`src/rtl/mux4_scan_ctrl.sv`:
```
`default_nettype none
// ============================================================================
// Module   : mux4_scan_ctrl
// Purpose  : Round-robin scanner driving the sel1/sel0 pair of a 4:1 mux, with
//            a per-grant beat dwell and a valid/ready handshake to the consumer.
// Revision : 1.0 - initial release
// ============================================================================
module mux4_scan_ctrl #(
    parameter int DWELL_W = 4
) (
    input  logic               clk,
    input  logic               rst,
    input  logic               en,
    input  logic [3:0]         req,
    input  logic [DWELL_W-1:0] dwell,
    input  logic               ready,
    output logic               sel1,
    output logic               sel0,
    output logic               valid,
    output logic               ch_done,
    output logic               busy
);

    typedef enum logic [0:0] {
        IDLE  = 1'b0,
        GRANT = 1'b1
    } state_t;

    localparam logic [DWELL_W-1:0] c_DWELL_MIN = DWELL_W'(1);

    state_t             r_state;
    state_t             w_state_nxt;
    logic [1:0]         r_rr_ptr;
    logic [1:0]         w_rr_ptr_nxt;
    logic [1:0]         r_sel;
    logic [1:0]         w_sel_nxt;
    logic               r_valid;
    logic               w_valid_nxt;
    logic               r_ch_done;
    logic               w_ch_done_nxt;
    logic [DWELL_W-1:0] r_beat_cnt;
    logic [DWELL_W-1:0] w_beat_cnt_nxt;
    logic [DWELL_W-1:0] r_dwell_lat;
    logic [DWELL_W-1:0] w_dwell_lat_nxt;

    logic               w_arb_req;
    logic               w_accept;
    logic               w_last;
    logic [1:0]         w_ptr_after;
    logic [DWELL_W-1:0] w_dwell_eff;

    // Rotate req so bit k is channel (ptr+k) mod 4, then take the lowest set bit.
    function automatic logic [1:0] f_rr_pick(input logic [1:0] ptr, input logic [3:0] rq);
        logic [7:0] dbl;
        logic [3:0] rot;
        logic [1:0] off;
        dbl = {rq, rq};
        rot = 4'(dbl >> ptr);
        if (rot[0])      off = 2'd0;
        else if (rot[1]) off = 2'd1;
        else if (rot[2]) off = 2'd2;
        else             off = 2'd3;
        return ptr + off;
    endfunction

    assign w_arb_req   = en && (req != 4'b0000);
    assign w_accept    = (r_state == GRANT) && r_valid && ready;
    // Widened compare so a full-scale dwell cannot wrap the beat count.
    assign w_last      = w_accept &&
                         ((DWELL_W+1)'(r_beat_cnt) + (DWELL_W+1)'(1) == (DWELL_W+1)'(r_dwell_lat));
    assign w_ptr_after = r_sel + 2'd1;
    assign w_dwell_eff = (dwell == '0) ? c_DWELL_MIN : dwell;

    always_comb begin
        w_state_nxt     = r_state;
        w_rr_ptr_nxt    = r_rr_ptr;
        w_sel_nxt       = r_sel;
        w_valid_nxt     = r_valid;
        w_ch_done_nxt   = 1'b0;
        w_beat_cnt_nxt  = r_beat_cnt;
        w_dwell_lat_nxt = r_dwell_lat;

        case (r_state)
            IDLE: begin
                if (w_arb_req) begin
                    w_state_nxt     = GRANT;
                    w_sel_nxt       = f_rr_pick(r_rr_ptr, req);
                    w_valid_nxt     = 1'b1;
                    w_beat_cnt_nxt  = '0;
                    w_dwell_lat_nxt = w_dwell_eff;
                end
            end
            GRANT: begin
                if (w_last) begin
                    w_ch_done_nxt  = 1'b1;
                    w_rr_ptr_nxt   = w_ptr_after;
                    w_beat_cnt_nxt = '0;
                    // Back-to-back grant arbitrates from the freshly advanced pointer.
                    if (w_arb_req) begin
                        w_sel_nxt       = f_rr_pick(w_ptr_after, req);
                        w_dwell_lat_nxt = w_dwell_eff;
                    end else begin
                        w_state_nxt = IDLE;
                        w_valid_nxt = 1'b0;
                    end
                end else if (w_accept) begin
                    w_beat_cnt_nxt = r_beat_cnt + DWELL_W'(1);
                end
            end
            default: begin
                w_state_nxt = IDLE;
                w_valid_nxt = 1'b0;
            end
        endcase
    end

    always_ff @(posedge clk) begin
        if (rst) begin
            r_state     <= IDLE;
            r_rr_ptr    <= 2'd0;
            r_sel       <= 2'd0;
            r_valid     <= 1'b0;
            r_ch_done   <= 1'b0;
            r_beat_cnt  <= '0;
            r_dwell_lat <= '0;
        end else begin
            r_state     <= w_state_nxt;
            r_rr_ptr    <= w_rr_ptr_nxt;
            r_sel       <= w_sel_nxt;
            r_valid     <= w_valid_nxt;
            r_ch_done   <= w_ch_done_nxt;
            r_beat_cnt  <= w_beat_cnt_nxt;
            r_dwell_lat <= w_dwell_lat_nxt;
        end
    end

    assign sel1    = r_sel[1];
    assign sel0    = r_sel[0];
    assign valid   = r_valid;
    assign ch_done = r_ch_done;
    assign busy    = (r_state == GRANT);

endmodule
`default_nettype wire

```
`config.mk`:
```
export PLATFORM = sky130hd
export DESIGN_NAME = mux4_scan_ctrl
export DESIGN_NICKNAME = d
export VERILOG_FILES = /design/src/rtl/mux4_scan_ctrl.sv
export SDC_FILE = /design/constraint.sdc
export NUM_CORES = 1
export LEC_CHECK = 0
export CORE_AREA = 3 3 66 49
export CTS_CLUSTER_SIZE = 25
export DETAILED_ROUTE_END_ITERATION = 7
export DIE_AREA = 0 0 69 52
export HOLD_SLACK_MARGIN = 0.06
export PLACE_DENSITY = 0.69
export SLEW_MARGIN = 20
export SYNTH_ARGS = -nofsm -noshare
export SYNTH_HDL_FRONTEND = slang
export SYNTH_SLANG_ARGS = --single-unit
```
`constraint.sdc`:
```
create_clock -name clk -period 2.45 [get_ports clk]
set_input_delay 0.49 -clock clk [delete_from_list [all_inputs] [get_ports clk]]
set_output_delay 0.49 -clock clk [all_outputs]
set_load 0.01 [all_outputs]
```
-- After elaboration in Yosys (flattened, before gate mapping)
Cells that the tools add are included.
- bitwise logic cells: 1
- eq/ne operators: 6
- reduce and logical (&&, ||, !) cells: 11
- add/sub/neg operators: 5
- mux-type cells: 31
- shift-type cells: 2
- operator list (operator ; count):
    2-to-1 mux 2 bit ; 12
    2-to-1 mux 4 bit ; 6
    one-hot mux 4 bit (2 select lines) ; 2
    right shift 8 x 2 -> 3 bit ; 2
    2-to-1 mux 1 bit ; 8
    AND reduction 3 bit ; 2
    adder 4 x 1 -> 5 bit, second input constant ; 1
    == test 5 x 4 -> 1 bit ; 1
    adder 2 bit ; 2
    adder 4 x 1 -> 4 bit, second input constant ; 1
    logical AND 1 bit ; 4
    logical NOT 4 bit ; 1
    != test 2 x 1 -> 1 bit, second input constant ; 2
    != test 2 bit, second input constant ; 2
    one-hot mux 1 bit (2 select lines) ; 2
    one-hot mux 2 bit (2 select lines) ; 1
    AND reduction 2 bit ; 2
    nonzero test 4 bit ; 1
    != test 3 x 1 -> 1 bit, second input constant ; 1
    adder 2 x 1 -> 2 bit, second input constant ; 1
    OR reduction 2 bit ; 1
    NOT 1 bit ; 1
- word-level logic and storage cells: 63
- output and inout port bits: 5
- bits of input ports: 12
- register bits after elaboration: 15

-- Longest topological paths before layout
Gate-level depths: netlist of run 1.
- depth in word-level cells: 12
- mapped depth: 10
- gate-level depth less buffers: 9

-- Worst setup path before layout of run 1
No wires, ideal clock.
- kind: input-to-reg
- from: input port req[2]
- to: register r_beat_cnt[2]
- path slack: 598 ps
- arrival time: 1781 ps
- stages: 6
- path buffers: 1
- data required time: 2380 ps
- library setup time: 70 ps
- path through: buf_2 > o41ai_4 > ha_1 > a21o_1 > or4_1 > a21oi_1
- word-level cells in the longest chain between the ends: 4
- ends and longest elaborated chain (element ; line ; RTL):
    from (decl) ; 14 ; input logic [3:0] req,
    nonzero test 4 bit ; 66 ; assign w_arb_req = en && (req != 4'b0000);
    logical AND 1 bit ; 66 ;
    != test 2 bit (no line) ; n/a ;
    AND reduction 2 bit (no line) ; n/a ;
    to (signal assigned) ; 132 ; r_beat_cnt <= w_beat_cnt_nxt;
    to (decl) ; 41 ; logic [DWELL_W-1:0] r_beat_cnt;
No other way between the ends.
A chain may end at the register's enable or synchronous reset.

-- Worst setup path in the final report of run 1
Ends and elaborated chain as after synthesis.

==> metrics.txt, run 1 <==
Post-CTS Setup Bufs 0; slew margin rel. 62.4%; Net count, final 159; HP Start r_beat_cnt[2]$_SDFFE_PP0P_; Final GP Congestion 0.813; Final period util 90.6%; initial antenna violation count 0; GRT met2 Usage 18.2%; core footprint 2720 um^2; R2R depth 9; top-level I/O count 17; Clock Skew 1.46 ps; static leakage 0.485 nW; drt pass-1 iters 4; CP Class in -> reg; maximum buffer depth of the clock tree 2; share of the synthesized area in the top cell type 28.6%; Avg Vias per Cell 5.19; reg2reg end r_sel[1]$_SDFFE_PP0P_; fin crit period 2220 ps; post-DP HPWL 1740 um; Clock Latency Late Sink 240 ps; Netlist cell types 36; Mapped Cells 123; CTS tree built; clock-pin transition on the worst setup and hold timing paths 60 ps; GRT Util Overall 12.7%; Tightest Pin Transition 562 ps; Final Routed Wirelength 2190 um; post-route ant nets 0; most frequent cell after synthesis dfxtp_1; Synth area leader dfxtp_1; post-CTS sizing 0; starting density of the core 38.5%; status completed; CP max stage delay 700 ps; Top Family by Delay on Critical Path buffers and inverters; Yosys Warn Count 0; H-tree depth 1; # setup viols final 0; Worst Hold End r_beat_cnt[2]$_SDFFE_PP0P_; ys flop type dfxtp_1; PortBufs 16; worst hold stages 2; Commonest cells post-synth dfxtp_1 (15), nor2_1 (14), a21oi_1 (13), nand2_1 (8); Vias 918; Critical Path AT 2390 ps; crit path max fanout 10; DRT iter0 DRCs 36; syn nets 140; fraction of layout instances using a drive strength above 1 11.3%; die area 3590 um^2; top cells by area, synth dfxtp_1 (29%), a21oi_1 (6.2%), ha_1 (6.0%), mux2i_1 (5.7%), nor2_1 (5.0%); critical path capture point type flop; synth-to-layout area growth 22.1%; critical path required time 2620 ps; global-route wire length before repair 3750 um; sequential area share after synthesis 28.6%; unrepaired setup endpoints after global routing no; Buf+Inv Stages, Crit Path 1; Seq cells post-synth 15; worst min path class reg -> reg; Die Ht 52 um; EDFF count, synth 0; Post-route DRC 0; FF-to-FF setup slack 350 ps; final worst slack 230 ps; routing usage on met3 3.67%; antenna cells 0; Setup crit start kind primary input; hold_buf cts 0; maxcap violations 0; vias in the first global route 813; Root Buffer clkbuf_8; CP cell instances clkdlybuf4s50_1 > o41ai_4 > ha_1 > a21o_1 > or4_1 > a21oi_1; busiest grt layer met1; CP max stage cell clkdlybuf4s50_1; Global Route met1 Usage 19.1%; std cell rows 16; maximum VDD drop 0.247 mV; Clock Sinks 15; Max Slew Vio Count 0; cell area after synthesis 1050 um^2; average size of a mapped cell 8.52 um^2; largest net degree at the start of global routing 16; share of synthesized registers carrying an async set or reset 0%; hold_ws 527 ps; WL/cell 12.4 um; Highest Clock Rate 0.451 GHz; pwr/cell area 498 nW/um^2; Die W 69 um; GRT Residual Overflow 0; Final Hold Violating Endpoints 0; Num CTS Buffers 3; Setup WS pre-CTS -14.8 ps; reg2reg start r_sel[0]$_SDFFE_PP0P_
[cell usage in the layout, fill, tap and decap left out, types with 4 or more instances in the layout]
cell / Yosys / final
dfxtp_1: 15 / 15
nor3_1: 4 / 4
nor2_1: 14 / 14
a21oi_1: 13 / 13
buf_4: 0 / 5
ha_1: 5 / 5
clkdlybuf4s50_1: 0 / 16
mux2i_1: 6 / 6
nand2_1: 8 / 8
inv_1: 6 / 6
xnor2_1: 6 / 6
[worst max-delay path by stage]
stage            from                    endpoint  cells past startpoint
2_1_floorplan  req[2]  r_beat_cnt[2]$_SDFFE_PP0P_                      6
3_3_place_gp   req[2]  r_beat_cnt[3]$_SDFFE_PP0P_                      6
3_5_place_dp   req[2]  r_beat_cnt[3]$_SDFFE_PP0P_                      6
4_1_cts        req[2]  r_beat_cnt[2]$_SDFFE_PP0P_                      6
5_1_grt        req[2]  r_beat_cnt[3]$_SDFFE_PP0P_                      6
6_report       req[2]  r_beat_cnt[2]$_SDFFE_PP0P_                      6
[cell type report]
class	instances	area, um^2
fillers	282	1440
multi-input cells	95	669
flip-flops and latches	15	300
repair buffers	21	198
clock buffers	4	45.0
well taps	36	45.0
inverters	6	22.5
[power breakdown]
| part | switching (mW) | total, mW | internal, mW |
|---|---|---|---|
| Clock | 0.0840 | 0.199 | 0.115 |
| Combinational | 0.0804 | 0.166 | 0.0853 |
| Sequential | 0.0160 | 0.273 | 0.257 |
[logic make-up (layout without fill, tap and decap cells)]
| logic type | after synthesis | count (layout) | share of synthesized area [%] |
|---|---|---|---|
| buf+inv | 13 | 31 | 7.52 |
| compound gates | 33 | 33 | 24.2 |
| mux | 6 | 6 | 5.73 |
| simple gates | 42 | 42 | 20.4 |
| fa+ha+maj | 5 | 5 | 5.97 |
| xor+xnor | 9 | 9 | 7.52 |
| flops | 15 | 15 | 28.6 |
[sequential cells by signal, indices dropped and copies added, names as in the netlist]
signal,flops
r_beat_cnt,4
r_dwell_lat,4
r_rr_ptr,2
r_sel,2
busy,1
ch_done,1
valid,1
[tightest hold or removal path: stages, from the launching register on]
cell and delay, ps:
dfxtp_1 350, nand2_1 70, a21oi_1 50
[metal layers]
layer | part of all wire [%] | vias to the layer above
li1 | - | 477
met1 | 54 | 417
met2 | 42 | 24
met3 | 4.5 | 0
met4 | 0 | 0
met5 | 0 | -
[metrics by stage]
step                std cells  instance area, um^2  TNS [ps]  total power [mW]  util, %
CTS                       177                 1280         0             0.641     47.0
global route              177                 1280         0             0.676     47.0
detailed placement        173                 1230     -26.6             0.442     45.4
finish                    177                 1280         0             0.637     47.0
global placement          173                 1230         0             0.439     45.4
floorplan                 123                 1050         0             0.388        -
Note: power is estimated with default switching activity, not from simulation.
==> run 2: changes to the inputs <==
--- a/config.mk
+++ b/config.mk
@@ -5,12 +5,12 @@
 export SDC_FILE = /design/constraint.sdc
 export NUM_CORES = 1
 export LEC_CHECK = 0
-export CORE_AREA = 3 3 66 49
+export CORE_AREA = 3 3 58 44
 export CTS_CLUSTER_SIZE = 25
 export DETAILED_ROUTE_END_ITERATION = 7
-export DIE_AREA = 0 0 69 52
+export DIE_AREA = 0 0 61 47
 export HOLD_SLACK_MARGIN = 0.06
-export PLACE_DENSITY = 0.69
+export PLACE_DENSITY = 0.84
 export SLEW_MARGIN = 20
 export SYNTH_ARGS = -nofsm -noshare
 export SYNTH_HDL_FRONTEND = slang
==> run 2 against run 1 <==
Flip-flop and latch count did not move. Clock-buffer cell count did not move. Critical path depth up 3. Sequential share of layout area is 0.49 points higher. Die area down 20%. Maximum frequency is 0.40% lower. Largest power group unchanged. Hold slack worse by 2.3 ps. Final cell count is 6.2% lower. Register-to-register slack is essentially flat. Global-route usage up 5.6 points. First-iteration DRC count down 25%. Combinational power is 5% higher.
==> metrics.txt, run 2 (synthesis results as in run 1) <==
status completed; Die W 61 um; fraction of layout instances using a drive strength above 1 12.0%; Top Family by Delay on Critical Path buffers and inverters; fin crit period 2230 ps; unrepaired setup endpoints after global routing no; starting density of the core 50.3%; core footprint 2080 um^2; CP max stage cell clkdlybuf4s50_1; R2R depth 7; Worst path most repeated cell o211ai_1; die area 2870 um^2; hold_buf cts 0; pwr/cell area 465 nW/um^2; antenna cells 0; commonest non-fill, non-tap cells in the layout clkdlybuf4s50_1 (16), dfxtp_1 (15), nor2_1 (14); Worst Hold End r_dwell_lat[3]$_SDFFE_PP0P_; Area after DPL 1230 um^2; clock-pin transition on the worst setup and hold timing paths 90 ps; post-CTS sizing 0; NetSw 0.176 mW; Max Slew Vio Count 0; commonest non-fill, non-tap cell in the layout clkdlybuf4s50_1; critical path depth 9; std cell rows 14; critical path capture point type flop; drt pass-1 iters 4; CP max stage delay 700 ps; Final GP Congestion 0.827; fillcell total 175; DRT iter0 DRCs 27; worst min path class reg -> reg; WL/cell 14.2 um; HP Start r_dwell_lat[3]$_SDFFE_PP0P_; switch share 30.2%; critical path required time 2640 ps; post-route ant nets 0; CP cell instances clkdlybuf4s50_1 > nand2b_1 > nand2_1 > o211ai_1 > o211ai_1 > ha_1 > xor2_1 > mux2i_1 > a211oi_1; Reg power frac 46.0%; GRT Residual Overflow 0; Net count, final 160; maxcap violations 0; Post-CTS Setup Bufs 0; initial antenna violation count 0; PortBufs 16; Clock Skew 3.69 ps; slew margin rel. 61.7%; crit path max fanout 10; Finished Core Util 60.1%; Die Ht 47 um; maximum VDD drop 0.208 mV; Post-route DRC 0; Clock Sinks 15; global-route wire length before repair 3850 um; Final period util 91.0%; Final Routed Wirelength 2350 um; worst hold stages 2; # setup viols final 0; FF-to-FF setup slack 350 ps; Clock power frac 24.1%; synth-to-layout area growth 19.6%; reg2reg start r_beat_cnt[0]$_SDFFE_PP0P_; Avg Vias per Cell 5.78; Highest Clock Rate 0.449 GHz; Num CTS Buffers 3; GRT Util Overall 18.3%; top-level I/O count 17; setup TNS 0 ps; Setup crit start kind primary input; vias in the first global route 847; Root Buffer clkbuf_4; Cell Int Power 0.407 mW; Clock Latency Late Sink 280 ps; CTS tree built; Critical Path AT 2420 ps; Vias 959; Buf+Inv Stages, Crit Path 1; H-tree depth 1; post-DP HPWL 1820 um; largest net degree at the start of global routing 16; part of the power in combinational logic 29.9%; biggest regs r_beat_cnt: 4 flops, r_dwell_lat: 4 flops; maximum buffer depth of the clock tree 2; Tightest Pin Transition 573 ps; Final Hold Violating Endpoints 0; cell area after layout 1250 um^2; CP Class in -> reg; static leakage 0.482 nW; hold_ws 525 ps; reg2reg end r_dwell_lat[2]$_SDFFE_PP0P_
-- run 2: cell types whose count changed in the layout (fill, tap and decap cells not counted), sizes merged --
| cell | change |
|---|---|
| buf | +1 |
-- run 2: tightest hold or removal path: cells and delay by family (launching register included) --
family,cells,cell delay [ps]
simple gates,1,70
mux,1,70
flops,1,350
-- run 2: worst max-delay path by stage --
stage	from	endpoint	slack, ps
5_1_grt	req[0]	r_sel[1]$_SDFFE_PP0P_	60
3_5_place_dp	req[3]	r_sel[1]$_SDFFE_PP0P_	-60
4_1_cts	req[3]	r_sel[1]$_SDFFE_PP0P_	240
3_3_place_gp	req[0]	r_sel[1]$_SDFFE_PP0P_	100
6_report	req[0]	r_sel[1]$_SDFFE_PP0P_	220
2_1_floorplan	req[2]	r_beat_cnt[2]$_SDFFE_PP0P_	600
-- run 2: through the flow --
step           std cells  power (mW)  worst slack [ps]
6_report             166       0.583               221
5_1_grt              166       0.616              56.5
4_1_cts              166       0.586               242
3_5_place_dp         162       0.447             -60.3
3_3_place_gp         162       0.438               103
2_1_floorplan        123       0.388               598
-- run 2: area by class of cell --
type / count / area, um^2 / share of cell area (%)
clock buffers: 4 / 26.3 / 2.10
inverters: 6 / 22.5 / 1.80
multi-input cells: 95 / 669 / 53.4
flip-flops and latches: 15 / 300 / 24.0
well taps: 24 / 30.0 / 2.40
repair buffers: 22 / 205 / 16.4
-- run 2: routing by layer --
| metal | up-vias | global-route usage (%) | wire length, um |
|---|---|---|---|
| li1 | 480 | - | - |
| met1 | 453 | 24.7 | 1110 |
| met2 | 22 | 30.3 | 1100 |
| met3 | 4 | 4.12 | 105 |
| met4 | 0 | 3.90 | 40 |
| met5 | - | 0 | 0 |
-- run 2: power by group through the flow --
stage / clock [mW] / combinational, mW / sequential [mW]
2_1_floorplan: 0 / 0.113 / 0.275
3_3_place_gp: 0 / 0.165 / 0.273
3_5_place_dp: 0 / 0.173 / 0.274
4_1_cts: 0.144 / 0.174 / 0.268
5_1_grt: 0.153 / 0.192 / 0.270
6_report: 0.140 / 0.175 / 0.268
==> run 3: changes to the inputs <==
--- a/config.mk
+++ b/config.mk
@@ -5,10 +5,10 @@
 export SDC_FILE = /design/constraint.sdc
 export NUM_CORES = 1
 export LEC_CHECK = 0
-export CORE_AREA = 3 3 58 44
+export CORE_AREA = 2 2 57 43
 export CTS_CLUSTER_SIZE = 25
 export DETAILED_ROUTE_END_ITERATION = 7
-export DIE_AREA = 0 0 61 47
+export DIE_AREA = 0 0 59 45
 export HOLD_SLACK_MARGIN = 0.06
 export PLACE_DENSITY = 0.84
 export SLEW_MARGIN = 20
==> run 3 against run 2 <==
Sequential share of layout area shrank 0.28 points. Clock-buffer cell count is the same. First-iteration DRC count grew 52%. Clock power is essentially flat. Global-route usage grew 1.9 points. Via count grew 3.6%. Final area grew 1.2%. Critical path depth shrank 1. Critical path type unchanged. Largest cell class unchanged.
==> metrics.txt, run 3 (synthesis results as in run 1) <==
status completed; Critical Path AT 2420 ps; GRT Util Overall 20.2%; core footprint 2070 um^2; pwr/cell area 460 nW/um^2; critical path depth 8; DRT iter0 DRCs 41; Top Family by Delay on Critical Path buffers and inverters; reg2reg start r_beat_cnt[0]$_SDFFE_PP0P_; Clock Sinks 15; drt pass-1 iters 4; setup TNS 0 ps; maxcap violations 0; routing usage on met3 6.02%; GRT Residual Overflow 0; Clock Latency Late Sink 280 ps; CP Class in -> reg; Tightest Pin Transition 569 ps; Num CTS Buffers 3; PortBufs 16; # setup viols final 0; biggest regs r_beat_cnt: 4 flops, r_dwell_lat: 4 flops; clock-pin transition on the worst setup and hold timing paths 90 ps; maximum buffer depth of the clock tree 2; unrepaired setup endpoints after global routing no; initial antenna violation count 0; Avg Vias per Cell 5.92; R2R depth 7; Post-route DRC 0; FF-to-FF setup slack 360 ps; Net count, final 162; CP cell instances clkdlybuf4s50_1 > nor2b_1 > o211ai_1 > o211ai_1 > ha_1 > xor2_1 > mux2i_1 > a211oi_1; static leakage 0.492 nW; CTS tree built; GRT met2 Usage 33.8%; fillcell total 178; Highest Clock Rate 0.448 GHz; WL/cell 13.9 um; Setup crit start kind primary input; commonest non-fill, non-tap cell in the layout clkdlybuf4s50_1; Clock Skew 0.975 ps; Die W 59 um; synth-to-layout area growth 21.0%; top-level I/O count 17; Final Routed Wirelength 2330 um; CP max stage delay 650 ps; Final period util 91.1%; starting density of the core 50.7%; Power Total 0.584 mW; antenna cells 0; Finished Core Util 61.4%; Vias 994; post-route ant nets 0; fin crit period 2230 ps; vias in the first global route 901; worst min path class reg -> reg; Max Slew Vio Count 0; busiest grt layer met2; die area 2660 um^2; Worst Setup SP req[3]; Post-CTS Setup Bufs 0; H-tree depth 1; fraction of layout instances using a drive strength above 1 13.2%; critical path required time 2640 ps; last element of the critical path r_sel[1]$_SDFFE_PP0P_; post-CTS sizing 0; Final Hold Violating Endpoints 0; slew margin rel. 62.0%; commonest non-fill, non-tap cells in the layout clkdlybuf4s50_1 (16), dfxtp_1 (15), nor2_1 (14); Final GP Congestion 0.925; post-DP HPWL 1790 um; std cell rows 14; hold_buf cts 0; largest net degree at the start of global routing 16; Root Buffer clkbuf_4; global-route wire length before repair 4030 um; Buf+Inv Stages, Crit Path 1; Global Route met1 Usage 25.8%; Die Ht 45 um; critical path capture point type flop; Worst path most repeated cell o211ai_1; reg2reg end r_dwell_lat[3]$_SDFFE_PP0P_; CP max stage cell clkdlybuf4s50_1; crit path max fanout 7; maximum VDD drop 0.223 mV
==> run 3: final cells by class <==
| class | instances | area (um^2) | share of cell area [%] |
|---|---|---|---|
| well taps | 24 | 30.0 | 2.37 |
| flip-flops and latches | 15 | 300 | 23.7 |
| repair buffers | 24 | 220 | 17.4 |
| inverters | 6 | 22.5 | 1.78 |
| clock buffers | 4 | 26.3 | 2.07 |
| multi-input cells | 95 | 669 | 52.8 |
==> run 3: metal layers <==
layer  vias up  part of all wire, %
met5         -                    0
met4         0                 0.94
met3         4                  6.9
met2        34                   46
met1       474                   46
li1        482                    -
==> run 3: worst reg2reg max path: stages (launching register included) <==
cell and delay, ps:
dfxtp_1 430, ha_1 260, xor2_1 210, xnor2_1 160, nand4_2 300, a21oi_4 340
mux2i_1 220, nor2_1 50
==> run 3: report_power, final <==
part	leakage [nW]	switching (mW)	internal (mW)
registers	0.123	0.0116	0.256
clock network	0.0150	0.0773	0.0632
logic	0.354	0.0861	0.0894
total	0.492	0.175	0.409
==> run 3: per-stage QoR <==
stage / hold slack, ps / setup WS (ps) / area [um^2] / std cells
final: 530 / 219 / 1270 / 168
after global routing: 561 / 102 / 1270 / 168
after CTS: 537 / 268 / 1270 / 168
after detailed placement: 516 / -19.6 / 1240 / 164
after global placement: 502 / 115 / 1240 / 164
after floorplan: 477 / 598 / 1050 / 123
==> run 3: worst min-delay path by stage <==
stage	startpoint	endpoint	slack, ps	depth (start not counted)
floorplan	r_beat_cnt[2]$_SDFFE_PP0P_	r_beat_cnt[2]$_SDFFE_PP0P_	480	2
finish	r_dwell_lat[3]$_SDFFE_PP0P_	r_dwell_lat[3]$_SDFFE_PP0P_	530	2
detailed placement	r_dwell_lat[2]$_SDFFE_PP0P_	r_dwell_lat[2]$_SDFFE_PP0P_	520	2
CTS	r_dwell_lat[2]$_SDFFE_PP0P_	r_dwell_lat[2]$_SDFFE_PP0P_	540	2
global route	r_dwell_lat[2]$_SDFFE_PP0P_	r_dwell_lat[2]$_SDFFE_PP0P_	560	2
global placement	r_dwell_lat[3]$_SDFFE_PP0P_	r_dwell_lat[3]$_SDFFE_PP0P_	500	2
